File: config.mk
export PLATFORM = sky130hd
export DESIGN_NAME = adc_scan_ctrl
export DESIGN_NICKNAME = d
export VERILOG_FILES = /design/src/rtl/adc_scan_ctrl.sv
export SDC_FILE = /design/constraint.sdc
export NUM_CORES = 1
export LEC_CHECK = 0
export ABC_AREA = 1
export BUFFER_PORTS_ARGS = -buffer_cell sky130_fd_sc_hd__buf_4
export CAP_MARGIN = 20
export CORE_MARGIN = 2
export CORE_UTILIZATION = 48
export DETAILED_ROUTE_END_ITERATION = 10
export GPL_ROUTABILITY_DRIVEN = 0
export PLACE_DENSITY = 0.7
export RECOVER_POWER = 50
export SKIP_LAST_GASP = 1
export SLEW_MARGIN = 20
export SYNTH_ARGS = -nofsm -noshare
export SYNTH_HDL_FRONTEND = slang
export SYNTH_SLANG_ARGS = --single-unit
File: constraint.sdc
create_clock -name SYS_CLK -period 5.9 [get_ports SYS_CLK]
set_input_delay 0.59 -clock SYS_CLK [delete_from_list [all_inputs] [get_ports SYS_CLK]]
set_output_delay 0.59 -clock SYS_CLK [all_outputs]
set_load 0.005 [all_outputs]
File: src/rtl/adc_scan_ctrl.sv
// Round-robin ADC channel scanner: settle, start, wait (with timeout), store per channel.
// Optional build macro ADC_SCAN_AVG_EN converts each channel twice and stores the floored mean.
`timescale 1ns/1ps

module adc_scan_ctrl #(
  parameter int NUM_CH      = 17,
  parameter int SETTLE_CYC  = 16,
  parameter int TIMEOUT_CYC = 1024
) (
  input  logic                 SYS_CLK,
  input  logic                 SYS_RST_N,
  input  logic                 scan_en,
  output logic [4:0]           adc_chan,
  output logic                 adc_start,
  input  logic                 adc_done,
  input  logic [9:0]           adc_result,
  output logic [10*NUM_CH-1:0] adc_vals,
  output logic [NUM_CH-1:0]    adc_err,
  input  logic                 err_clr,
  output logic                 scan_done
);

  typedef enum logic [2:0] {IDLE, SETTLE, START, WAIT, STORE} state_e;

  localparam int SCW = $clog2(SETTLE_CYC + 1);
  localparam int TCW = $clog2(TIMEOUT_CYC + 1);
  localparam logic [SCW-1:0] SETTLE_LAST = SCW'(SETTLE_CYC - 1);
  // The START cycle is the first of the TIMEOUT_CYC cycles, so the error flag
  // rises exactly TIMEOUT_CYC clocks after adc_start.
  localparam logic [TCW-1:0] TMO_LAST = TCW'(TIMEOUT_CYC - 2);
  localparam logic [4:0] CH_LAST = 5'(NUM_CH - 1);

  state_e                state_q, state_d;
  logic [4:0]            chan_q, chan_d;
  logic [SCW-1:0]        settle_cnt_q, settle_cnt_d;
  logic [TCW-1:0]        tmo_cnt_q, tmo_cnt_d;
  logic [9:0]            res_q, res_d;
  logic                  ok_q, ok_d;
  logic [10*NUM_CH-1:0]  vals_q, vals_d;
  logic [NUM_CH-1:0]     err_q, err_d;
  logic                  scan_done_q, scan_done_d;
  logic                  err_set;
  int                    ch_idx;
`ifdef ADC_SCAN_AVG_EN
  logic                  samp_q, samp_d;
  logic [9:0]            s0_q, s0_d;
  logic [10:0]           avg_sum;
`endif

  assign ch_idx = int'(chan_q);

  // NOTE: the result bank is ordinary flops, not a RAM, and its zero value is
  // visible on adc_vals after reset, so it is reset along with the control state.
  always_ff @(posedge SYS_CLK or negedge SYS_RST_N) begin
    if (!SYS_RST_N) begin
      state_q      <= IDLE;
      chan_q       <= '0;
      settle_cnt_q <= '0;
      tmo_cnt_q    <= '0;
      res_q        <= '0;
      ok_q         <= 1'b0;
      vals_q       <= '0;
      err_q        <= '0;
      scan_done_q  <= 1'b0;
`ifdef ADC_SCAN_AVG_EN
      samp_q       <= 1'b0;
      s0_q         <= '0;
`endif
    end else begin
      // NOTE: non-blocking so every flop samples the pre-edge values of the others.
      state_q      <= state_d;
      chan_q       <= chan_d;
      settle_cnt_q <= settle_cnt_d;
      tmo_cnt_q    <= tmo_cnt_d;
      res_q        <= res_d;
      ok_q         <= ok_d;
      vals_q       <= vals_d;
      err_q        <= err_d;
      scan_done_q  <= scan_done_d;
`ifdef ADC_SCAN_AVG_EN
      samp_q       <= samp_d;
      s0_q         <= s0_d;
`endif
    end
  end

  always_comb begin
    // NOTE: every output of this block gets a default first so no latch is inferred.
    state_d      = state_q;
    chan_d       = chan_q;
    settle_cnt_d = settle_cnt_q;
    tmo_cnt_d    = tmo_cnt_q;
    res_d        = res_q;
    ok_d         = ok_q;
    vals_d       = vals_q;
    scan_done_d  = 1'b0;
    err_set      = 1'b0;
`ifdef ADC_SCAN_AVG_EN
    samp_d       = samp_q;
    s0_d         = s0_q;
    avg_sum      = {1'b0, s0_q} + {1'b0, adc_result};
`endif

    case (state_q)
      IDLE: begin
        if (scan_en) begin
          state_d      = SETTLE;
          settle_cnt_d = '0;
        end
      end
      SETTLE: begin
        if (settle_cnt_q == SETTLE_LAST) state_d = START;
        else settle_cnt_d = settle_cnt_q + SCW'(1);
      end
      START: begin
        tmo_cnt_d = '0;
        state_d   = WAIT;
      end
      WAIT: begin
        // adc_done is tested first so a response in the expiry cycle still counts.
        if (adc_done) begin
`ifdef ADC_SCAN_AVG_EN
          if (!samp_q) begin
            s0_d    = adc_result;
            samp_d  = 1'b1;
            state_d = START;
          end else begin
            res_d   = avg_sum[10:1];
            ok_d    = 1'b1;
            state_d = STORE;
          end
`else
          res_d   = adc_result;
          ok_d    = 1'b1;
          state_d = STORE;
`endif
        end else if (tmo_cnt_q == TMO_LAST) begin
          err_set = 1'b1;
          ok_d    = 1'b0;
          state_d = STORE;
        end else begin
          tmo_cnt_d = tmo_cnt_q + TCW'(1);
        end
      end
      STORE: begin
        if (ok_q) vals_d[ch_idx*10 +: 10] = res_q;
        if (chan_q == CH_LAST) begin
          chan_d      = '0;
          scan_done_d = 1'b1;
        end else begin
          chan_d = chan_q + 5'd1;
        end
`ifdef ADC_SCAN_AVG_EN
        samp_d = 1'b0;
`endif
        settle_cnt_d = '0;
        state_d      = scan_en ? SETTLE : IDLE;
      end
      default: state_d = IDLE;
    endcase

    // A timeout landing with err_clr keeps its own bit.
    err_d = err_clr ? '0 : err_q;
    if (err_set) err_d[ch_idx] = 1'b1;
  end

  assign adc_chan  = chan_q;
  assign adc_start = (state_q == START);
  assign adc_vals  = vals_q;
  assign adc_err   = err_q;
  assign scan_done = scan_done_q;

endmodule
======== Word level (Yosys, flattened, before mapping) ========
Index checks and enable logic that the tools add are counted.
storage, ports and cells
  register bits ........................... 223
  input port bits ......................... 15
  output and inout bits ................... 194
  word-level logic and storage cells ...... 68
cells by class
  $add $sub $neg .......................... 4
  multiply operators ...................... 1
  magnitude comparators ................... 2
  eq/ne operators ......................... 13
  shift-type cells ........................ 2
  multiplexer cells ....................... 25
  bitwise operators ....................... 1
  reduce and logical (&&, ||, !) cells .... 11
operators with widths
  kind                       count
  $bwmux 170                 1
  $shift 10x33->170 const A  1
  $shiftx 10x33->170         1
  $mux 17                    2
  $neg 9->33                 1
  $mux 11                    2
  $pmux 11 s2                1
  $or 17x17->17              1
  $mux 5                     3
  $pmux 3 s5                 1
  $pmux 5 s3                 1
  $mux 3                     4
  $add 11x1->11 const B      1
  $eq 11x10->1 const B       1
  $add 5x1->5 const B        2
  $ne 2x2->1 const B         5
  $mux 1                     9
  $reduce_and 3->1           3
  $mul 5x3->8 const B        1
  $eq 3x2->1 const B         2
  $lt 5x6->1 const B         1
  $reduce_and 2->1           3
  $demux 1 s5                1
  $eq 5x4->1 const B         1
  other kinds (9)            10

======== Logic depth before layout (Yosys ltp) ========
Gate-level depths: netlist of the first run.
  depth in word-level cells ............... 6
  mapped depth ............................ 23
  mapped depth without buffers ............ 22

======== Least setup slack after synthesis of the first run ========
OpenSTA, ideal clock, no wires.
  path type ............................... register to register
  start ................................... register chan_q[1] (netlist: adc_chan[1])
  end ..................................... register vals_q[32] (netlist: adc_vals[32])
  setup time .............................. 0.120 ns
  data arrival time ....................... 3.423 ns
  path slack .............................. 2.357 ns
  stages on the path, launching flop included .. 21
  period minus slack after synthesis ...... 3.543 ns
  path through ............................ dfrtp_1 > ha_1 > ha_1 > inv_1 > fa_1 > nand2_1 > nor2_1 > nand3_1 > inv_2 > nand2_2 > inv_1 > ha_1 > clkbuf_1 > inv_1 > nor2_2 > inv_1 > nor2_4 > buf_4 > nand2_1 > o21ai_0 > inv_1
on the way
  longest elaborated chain between the ends .. 4
  elaborated cells between the ends (all ways) .. 5
RTL lines
  item                                                     line  source
  start, declared                                          34    logic [4:0] chan_q, chan_d;
  start signal, assigned                                   72    chan_q <= chan_d;
  $mul 5x3->8 *                                            146   if (ok_q) vals_d[ch_idx*10 +: 10] = res_q;
  $neg 9->33 *                                             146
  $shiftx 10x33->170 or $shift 10x33->170 (tied branches)  146
  $bwmux 170 *                                             146
  end signal, assigned                                     77    vals_q <= vals_d;
  end, declared                                            39    logic [10*NUM_CH-1:0] vals_q, vals_d;
Every way passes the cells marked *; elsewhere a longest branch is shown, timed or not.
A chain may end at the register's enable or synchronous reset.

======== Worst setup path in the final report of the first run ========
  start ................................... register chan_q[0] (netlist: adc_chan[0])
  end ..................................... register vals_q[144] (netlist: adc_vals[144])
The elaborated chain is that of the path after synthesis.

==> summary.md, run 1 <==
| Metric | Value |
|---|---|
| Overall power | approximately 8 mW |
| # rows | 57 |
| # clock sinks | 223 |
| Synth Warn # | 0 |
| First-pass GRT wire length | 55.5 mm |
| CP max-delay cell | dfrtp_1 |
| Die X | 160 µm |
| Syn Std Cell Area | 11700 µm² |
| Max-cap violations | 1 |
| Syn nets | 1543 |
| Ys flop type | dfrtp_1 |
| Leading area contributor after synthesis | dfrtp_1 |
| Share of cells above drive strength 1 | 0.170 |
| Final min period | 4.55 ns |
| Clk_lat worst skew | 0.52 ns |
| Area of the multi-input gates | 5050 µm² |
| Setup WS pre-CTS | around 1.5 ns |
| RSZ-0062 raised after global routing | false |
| TritonCTS clock tree | yes |
| # setup viols final | 0 |
| Crit path cell chain | ha_1, ha_1, inv_1, fa_1, nand2_1, nor2_1, nand3_1, inv_2, nand2_2, inv_1, ha_1, inv_1, nor2_2, inv_1, nor2_4, nand2_1, o21ai_0, inv_1 |
| Synth Instances | 1512 |
| Final ANT Viol Nets | 0 |
| 1st-pass router iterations | 6 |
| CP dominant cell by count | inv_1 |
| Setup CP Type | reg2reg |
| Ranking of synthesized cells by area | dfrtp_1 (48%), nand2_1 (13%), nand3_1 (6.4%), o21ai_0 (6.2%), inv_1 (6.1%) |
| Number of global-route vias before repair | 10600 |
| WP data required | 6.31 ns |
| Critical Path End Type | register |
| Hold Buf Count CTS | 0 |
| Failing checks | capacitance limit, slew limit |
| Hold crit path type | in2async |
| Vias per inst | between 5 and 6 |
| Die H | 160 µm |
| Detail Placement HPWL | 25.1 mm |
| Area added between synthesis and finish | 22.1% |
| Iteration-0 DRC Markers | 1215 |
| Ys async rst share | 1.00 |
| Syn avg cell area | 7.72 µm² |
| # IOs | 209 |
| WL final | 34.7 mm |
| Max Root-Sink Buffers | 3 |
| CP max FO | 30 |
| Ant diodes | 0 |
| Final hold violation count | 0 |
| FF+latch count, synth | around 220 |
| Relative slew margins | -0.955 |
| Fill cells | around 2300 |
| # DRC | 0 |
| Slew Viols, Final | 57 |
| Gr usage total | 0.267 |
| FF/Latch Area | 5580 µm² |
| # nets final | approximately 1700 |
| Die Footprint | 25600 µm² |
| Clk root buf | clkbuf_16 |
| H-tree depth | 1 |
| Grt total ovfl | 0 |
| Starting Density | 0.484 |
| DR WL/cell | 17.0 µm |
| Setup TNS | 0 ns |
| Setup Buffers After CTS | 0 |
| Gates resized, CTS repair | 0 |
| Total core area | 24100 µm² |
| Buffers on Ports | 208 |
| Startpoint class of the critical path | register |
| Fin worst setup slack | 1.35 ns |
| Via Count | roughly 11000 |
| Num CTS Buffers | 25 |
| Final Core Density | 0.591 |
| Maximum clock frequency | 220 MHz |
| Sequential-to-total area share from yosys stat | 0.478 |
| Unique cell type count in the Yosys netlist | 48 |
| Largest net degree at the start of global routing | 98 |
| Worst IR drop on VDD | 0.346 mV |
| Area share of the largest cell type after synthesis | 0.478 |
| Crit path DAT | 4.95 ns |
| Leak | 7.30 nW |
| Clk slew on worst S/H paths | 0.06 ns |
| Antenna violations before repair | 0 |
| Clock Skew | roughly 0.012 ns |
| Crit-path max cell delay | 0.74 ns |
| Period utilisation layout | 0.771 |
| Status | finished with violations |
| Post-synth EDFFs | 0 |
| PwrDens | around 550 nW/µm² |
| Slew of the pin with the lowest slew margin | 2.93 ns |
-- final cells by class --
class | count | area share
clock buffers | 35 | 0.0508
repair buffers | 215 | 0.109
clock inverters | 10 | 0.0107
flip-flops and latches | 223 | 0.392
inverters | 207 | 0.0547
well taps | 324 | 0.0285
multi-input cells | 1032 | 0.354
-- state kept, by name (all words and copies together) (netlist names) --
signal / cells
adc_vals: 170
adc_err: 17
tmo_cnt_q: 11
res_q: 10
adc_chan: 5
settle_cnt_q: 5
state_q: 3
ok_q: 1
scan_done: 1
-- metal layers --
layer	routed length, µm	vias to the layer above	GRT usage
met5	0	-	0
met4	1040	0	0.0823
met3	3070	105	0.0509
met2	15800	525	0.435
met1	14800	5240	0.364
li1	-	5313	-
-- Yosys cell counts, types with 6 or more instances --
library cell  count
clkbuf_1         16
buf_2            11
nand2_1         416
nor2_4            7
dfrtp_1         223
nor2_1          101
nor3_1           14
nor2_2            6
o21ai_1          36
a32o_1           16
buf_4            17
inv_2            14
inv_1           190
ha_1             15
nand3_1         149
o21ai_0         145
a21oi_1          36
buf_1             6
nand4_1          31
-- through the flow --
stage | hold slack [ns] | cell area [µm²] | instances
after floorplan | 0.294 | 11700 | 1512
after global placement | 0.465 | 13400 | 2001
after detailed placement | 0.467 | 13400 | 2001
after CTS | 0.123 | 14300 | 2046
after global routing | 0.156 | 14200 | 2046
final | 0.0831 | 14200 | 2046
-- layout by cell type, fill, tap and decap left out, types with 3 or more instances in the layout --
cell       instances
o22ai_1            5
nor3_1            14
nor4_1             4
nor2_1           101
clkbuf_1          21
a22oi_1            3
a32o_1            16
nand2_1          416
dfrtp_1          223
clkbuf_16         25
clkbuf_4         145
mux2_2             3
buf_4             52
clkbuf_8           6
ha_1              15
nor2_4             7
bufinv_16          4
nor2_2             6
o21ai_0          145
a21oi_1           36
clkinv_2           5
inv_1            190
o21ai_2            4
nand4_1           31
nand3_1          149
xor2_1             5
nand2_2            5
nand3_2            3
o21ai_1           36
inv_2             14
o21bai_1           3
-- kinds of logic after synthesis --
kind of cell    share of synthesized area
simple gates                        0.284
mux                               0.00375
fa+ha+maj                          0.0178
xor+xnor                          0.00515
compound gates                      0.122
flops                               0.478
buf+inv                            0.0895
-- power by group --
part           switching (mW)  internal [mW]
clock network           0.624           1.02
logic                    3.15           1.02
registers               0.194           1.76
total                    3.97           3.81
-- worst max-delay path: cells and delay by family (launching register included) --
family	cells	cell delay [ns]
buffers and inverters	6	0.64
adders and majority gates	4	1.23
DFF	1	0.74
AOI/OAI and AO/OA	1	0.20
and+or+nand+nor	7	1.59
-- final timing paths --
path | startpoint | endpoint | slack [ns] | cells after the start
setup reg to reg | adc_chan[0]$_DFFE_PN0N_ | adc_vals[144]$_DFFE_PN0P_ | 1.35 | 18
hold / removal | SYS_RST_N | adc_vals[24]$_DFFE_PN0P_ | 0.08 | 1
max in group asynchronous | SYS_RST_N | tmo_cnt_q[10]$_DFFE_PN0P_ | 2.58 | 2
min in group SYS_CLK | adc_result[5] | res_q[5]$_DFFE_PN0P_ | 0.30 | 2
setup / recovery | adc_chan[0]$_DFFE_PN0N_ | adc_vals[144]$_DFFE_PN0P_ | 1.35 | 18
hold reg to reg | adc_vals[36]$_DFFE_PN0P_ | adc_vals[36]$_DFFE_PN0P_ | 0.47 | 2
No activity file was read; power rests on OpenSTA's default activity.
==> run 2: changes to the inputs <==
--- a/config.mk
+++ b/config.mk
@@ -5,14 +5,14 @@
 export SDC_FILE = /design/constraint.sdc
 export NUM_CORES = 1
 export LEC_CHECK = 0
-export ABC_AREA = 1
+export ABC_AREA = 0
 export BUFFER_PORTS_ARGS = -buffer_cell sky130_fd_sc_hd__buf_4
 export CAP_MARGIN = 20
 export CORE_MARGIN = 2
 export CORE_UTILIZATION = 48
 export DETAILED_ROUTE_END_ITERATION = 10
 export GPL_ROUTABILITY_DRIVEN = 0
-export PLACE_DENSITY = 0.7
+export PLACE_DENSITY = 0.73
 export RECOVER_POWER = 50
 export SKIP_LAST_GASP = 1
 export SLEW_MARGIN = 20
==> constraint.sdc (replaced) <==
create_clock -name SYS_CLK -period 3.77 [get_ports SYS_CLK]
set_input_delay 0.377 -clock SYS_CLK [delete_from_list [all_inputs] [get_ports SYS_CLK]]
set_output_delay 0.377 -clock SYS_CLK [all_outputs]
set_load 0.005 [all_outputs]
==> summary.md, run 2 <==
| Metric | Value |
|---|---|
| Grt total ovfl | 0 (unchanged) |
| TritonCTS clock tree | yes (unchanged) |
| Starting Density | 0.483 (was 0.484) |
| Final Core Density | 0.612 (was 0.591) |
| Total core area | 23300 µm² (was 24100 µm²) |
| Iteration-0 DRC Markers | 1083 (was 1215) |
| Failing checks | capacitance limit, slew limit (unchanged) |
| Final hold violation count | 0 (unchanged) |
| Hold Buf Count CTS | 0 (unchanged) |
| Clk_lat worst skew | 0.53 ns (was 0.52 ns) |
| # setup viols final | 0 (unchanged) |
| Die X | 157 µm (was 160 µm) |
| # IOs | 209 (unchanged) |
| Area added between synthesis and finish | 26.6% (was 22.1%) |
| Overall power | 6.61 mW (was 7.77 mW) |
| # nets final | 1277 (was 1735) |
| Startpoint class of the critical path | register (unchanged) |
| Area share of the largest cell type after synthesis | 0.496 (was 0.478) |
| Most common cell in the netlist | dfrtp_1 (was nand2_1) |
| PwrDens | 464 nW/µm² (was 546 nW/µm²) |
| # DRC | 0 (unchanged) |
| Relative slew margins | -1.11 (was -0.955) |
| Maximum clock frequency | 276 MHz (was 220 MHz) |
| Gr usage total | 0.270 (was 0.267) |
| Sw Pwr | 2.19 mW (was 3.97 mW) |
| Synth Warn # | 0 (unchanged) |
| Worst IR drop on VDD | 0.338 mV (was 0.346 mV) |
| H-tree depth | 1 (unchanged) |
| Commonest non-fill, non-tap cells in the layout | dfrtp_1 (223), mux2_2 (180), buf_4 (174) (was nand2_1 (416), dfrtp_1 (223), inv_1 (190)) |
| Internal power | 4.41 mW (was 3.81 mW) |
| Number of global-route vias before repair | 9137 (was 10600) |
| Ys async rst share | 1.00 (unchanged) |
| # rows | 56 (was 57) |
| Largest net degree at the start of global routing | 125 (was 98) |
| CP max FO | 6 (was 30) |
| Final ANT Viol Nets | 0 (unchanged) |
| Clk pwr share | 0.353 (was 0.212) |
| Leak | 6.79 nW (was 7.30 nW) |
| Syn avg cell area | 11.3 µm² (was 7.72 µm²) |
| FF+latch count, synth | 223 (unchanged) |
| Share of cells above drive strength 1 | 0.401 (was 0.170) |
| Fill cells | 1935 (was 2265) |
| Post-synth EDFFs | 0 (unchanged) |
| Clock Skew | 0.0183 ns (was 0.0124 ns) |
| Setup TNS | 0 ns (unchanged) |
| Ant diodes | 0 (unchanged) |
| Largest register FFs | 170 (unchanged) |
| Leading area contributor after synthesis | dfrtp_1 (unchanged) |
| Most common cell after layout, fill and taps aside | dfrtp_1 (was nand2_1) |
| Sequential-to-total area share from yosys stat | 0.496 (was 0.478) |
| Slew of the pin with the lowest slew margin | 3.16 ns (was 2.93 ns) |
| Antenna violations before repair | 0 (unchanged) |
| Buffers on Ports | 208 (unchanged) |
| FF/Latch Area | 5580 µm² (unchanged) |
| Post-synth top cells | dfrtp_1 (223), mux2_2 (180), nor2_1 (77), nand2_1 (74), nand3_1 (56) (was nand2_1 (416), dfrtp_1 (223), inv_1 (190), nand3_1 (149), o21ai_0 (145)) |
| Critical Path End Type | register (unchanged) |
| Comb power frac | 0.248 (was 0.536) |
| Syn nets | 1025 (was 1543) |
| Setup CP Type | reg2reg (unchanged) |
| Synth Instances | 994 (was 1512) |
| # clock sinks | 223 (unchanged) |
| Detail Placement HPWL | 24.6 mm (was 25.1 mm) |
| Final min period | 3.62 ns (was 4.55 ns) |
| Crit path DAT | 4.03 ns (was 4.95 ns) |
| Max Root-Sink Buffers | 3 (unchanged) |
| Vias per inst | 5.91 (was 5.47) |
| Clk slew on worst S/H paths | 0.06 ns (about the same) |
| Ys flop type | dfrtp_1 (unchanged) |
| Max-cap violations | 1 (unchanged) |
| Sw Share | 0.332 (was 0.510) |
| First-pass GRT wire length | 52.2 mm (was 55.5 mm) |
| Reg power frac | 0.399 (was 0.252) |
| Die Footprint | 24700 µm² (was 25600 µm²) |
| Num CTS Buffers | 24 (was 25) |
| Clk root buf | clkbuf_16 (unchanged) |
| WP data required | 4.18 ns (was 6.31 ns) |
| 1st-pass router iterations | 6 (unchanged) |
| Hold crit path type | in2reg (was in2async) |
| WL final | 33.7 mm (was 34.7 mm) |
| Via Count | 9348 (was 11200) |
| Die H | 157 µm (was 160 µm) |
| Period utilisation layout | 0.960 (was 0.771) |
| Area of the multi-input gates | 5440 µm² (was 5050 µm²) |
| Slew Viols, Final | 124 (was 57) |
| Syn Std Cell Area | 11200 µm² (was 11700 µm²) |
| DR WL/cell | 21.3 µm (was 17.0 µm) |
| Ranking of synthesized cells by area | dfrtp_1 (50%), mux2_2 (18%), nor2_1 (2.6%), nand3_1 (2.5%), nand2_1 (2.5%) (was dfrtp_1 (48%), nand2_1 (13%), nand3_1 (6.4%), o21ai_0 (6.2%), inv_1 (6.1%)) |
| Unique cell type count in the Yosys netlist | 74 (was 48) |
| Status | finished with violations (unchanged) |
## run 2: cell types whose count changed after synthesis, moves of 9 or more
cell      delta
nand2_1    -342
mux2_2     +177
inv_1      -176
o21ai_0    -122
nand3_1     -93
o21ai_1     -35
nor2_1      -24
o22ai_1     +21
a22o_1      +19
a32o_1      -15
buf_4       -14
inv_2       -14
clkbuf_1     +9
## run 2: layer usage
layer,up-vias,share of wire,global-route usage
li1,4166,-,-
met1,4620,0.42,0.385
met2,469,0.45,0.410
met3,93,0.091,0.0603
met4,0,0.034,0.0879
met5,-,0,0
## run 2: cell type report
| cell class | instances | area share |
|---|---|---|
| clock buffer | 37 | 0.0498 |
| inverter | 16 | 0.00422 |
| multi-input combinational | 710 | 0.382 |
| tap | 319 | 0.0280 |
| clock inverter | 7 | 0.00527 |
| sequential | 223 | 0.392 |
| timing repair buffer | 271 | 0.138 |
## run 2: critical path: stages, from the launching register on
cell	delay, ns
dfrtp_1	0.38
ha_1	0.30
ha_1	0.21
inv_1	0.08
fa_1	0.43
nor2b_1	0.16
nand3_1	0.13
nor2_1	0.06
ha_1	0.33
nand3_1	0.12
a211o_4	0.37
or4_4	0.47
nor2_2	0.14
mux2_2	0.34
## run 2: through the flow
stage	std cells	hold slack (ns)	setup WS, ns	instance area (µm²)
2_1_floorplan	994	0.0814	0.0101	11300
3_3_place_gp	1538	0.466	0.202	13500
3_5_place_dp	1538	0.474	0.170	13500
4_1_cts	1582	0.00775	0.148	14300
5_1_grt	1583	0.0831	-0.0283	14200
6_report	1583	0.0890	0.151	14200
## run 2: kinds of logic after synthesis
family | Yosys count | synth area share
compound gates | 160 | 0.103
simple gates | 330 | 0.154
flops | 223 | 0.496
xor+xnor | 16 | 0.0156
buf+inv | 61 | 0.0230
mux | 188 | 0.190
fa+ha+maj | 16 | 0.0185
## run 2: repair_timing
action	CTS	global route
setup buffers	0	1
gates resized for setup	0	5
setup endpoints to repair	0	27
## run 2: power by group through the flow
stage / Sequential, mW / Clock (mW) / Combinational (mW)
after floorplan: 2.63 / 0 / 1.04
after global placement: 2.67 / 0 / 1.56
after detailed placement: 2.67 / 0 / 1.57
after CTS: 2.63 / 2.37 / 1.58
after global routing: 2.65 / 2.46 / 1.75
final: 2.64 / 2.33 / 1.64
## run 2: path summary, 6_finish.rpt
check | start | end | slack [ns] | cells after the start
hold reg to reg | settle_cnt_q[4]$_DFFE_PN0P_ | settle_cnt_q[4]$_DFFE_PN0P_ | 0.49 | 2
setup / recovery | adc_chan[1]$_DFFE_PN0N_ | adc_vals[55]$_DFFE_PN0P_ | 0.15 | 13
hold / removal | adc_result[4] | res_q[4]$_DFFE_PN0P_ | 0.09 | 2
min in group asynchronous | SYS_RST_N | adc_vals[72]$_DFFE_PN0P_ | 0.87 | 1
max in group asynchronous | SYS_RST_N | adc_vals[143]$_DFFE_PN0P_ | 0.85 | 2
setup reg to reg | adc_chan[1]$_DFFE_PN0N_ | adc_vals[55]$_DFFE_PN0P_ | 0.15 | 13
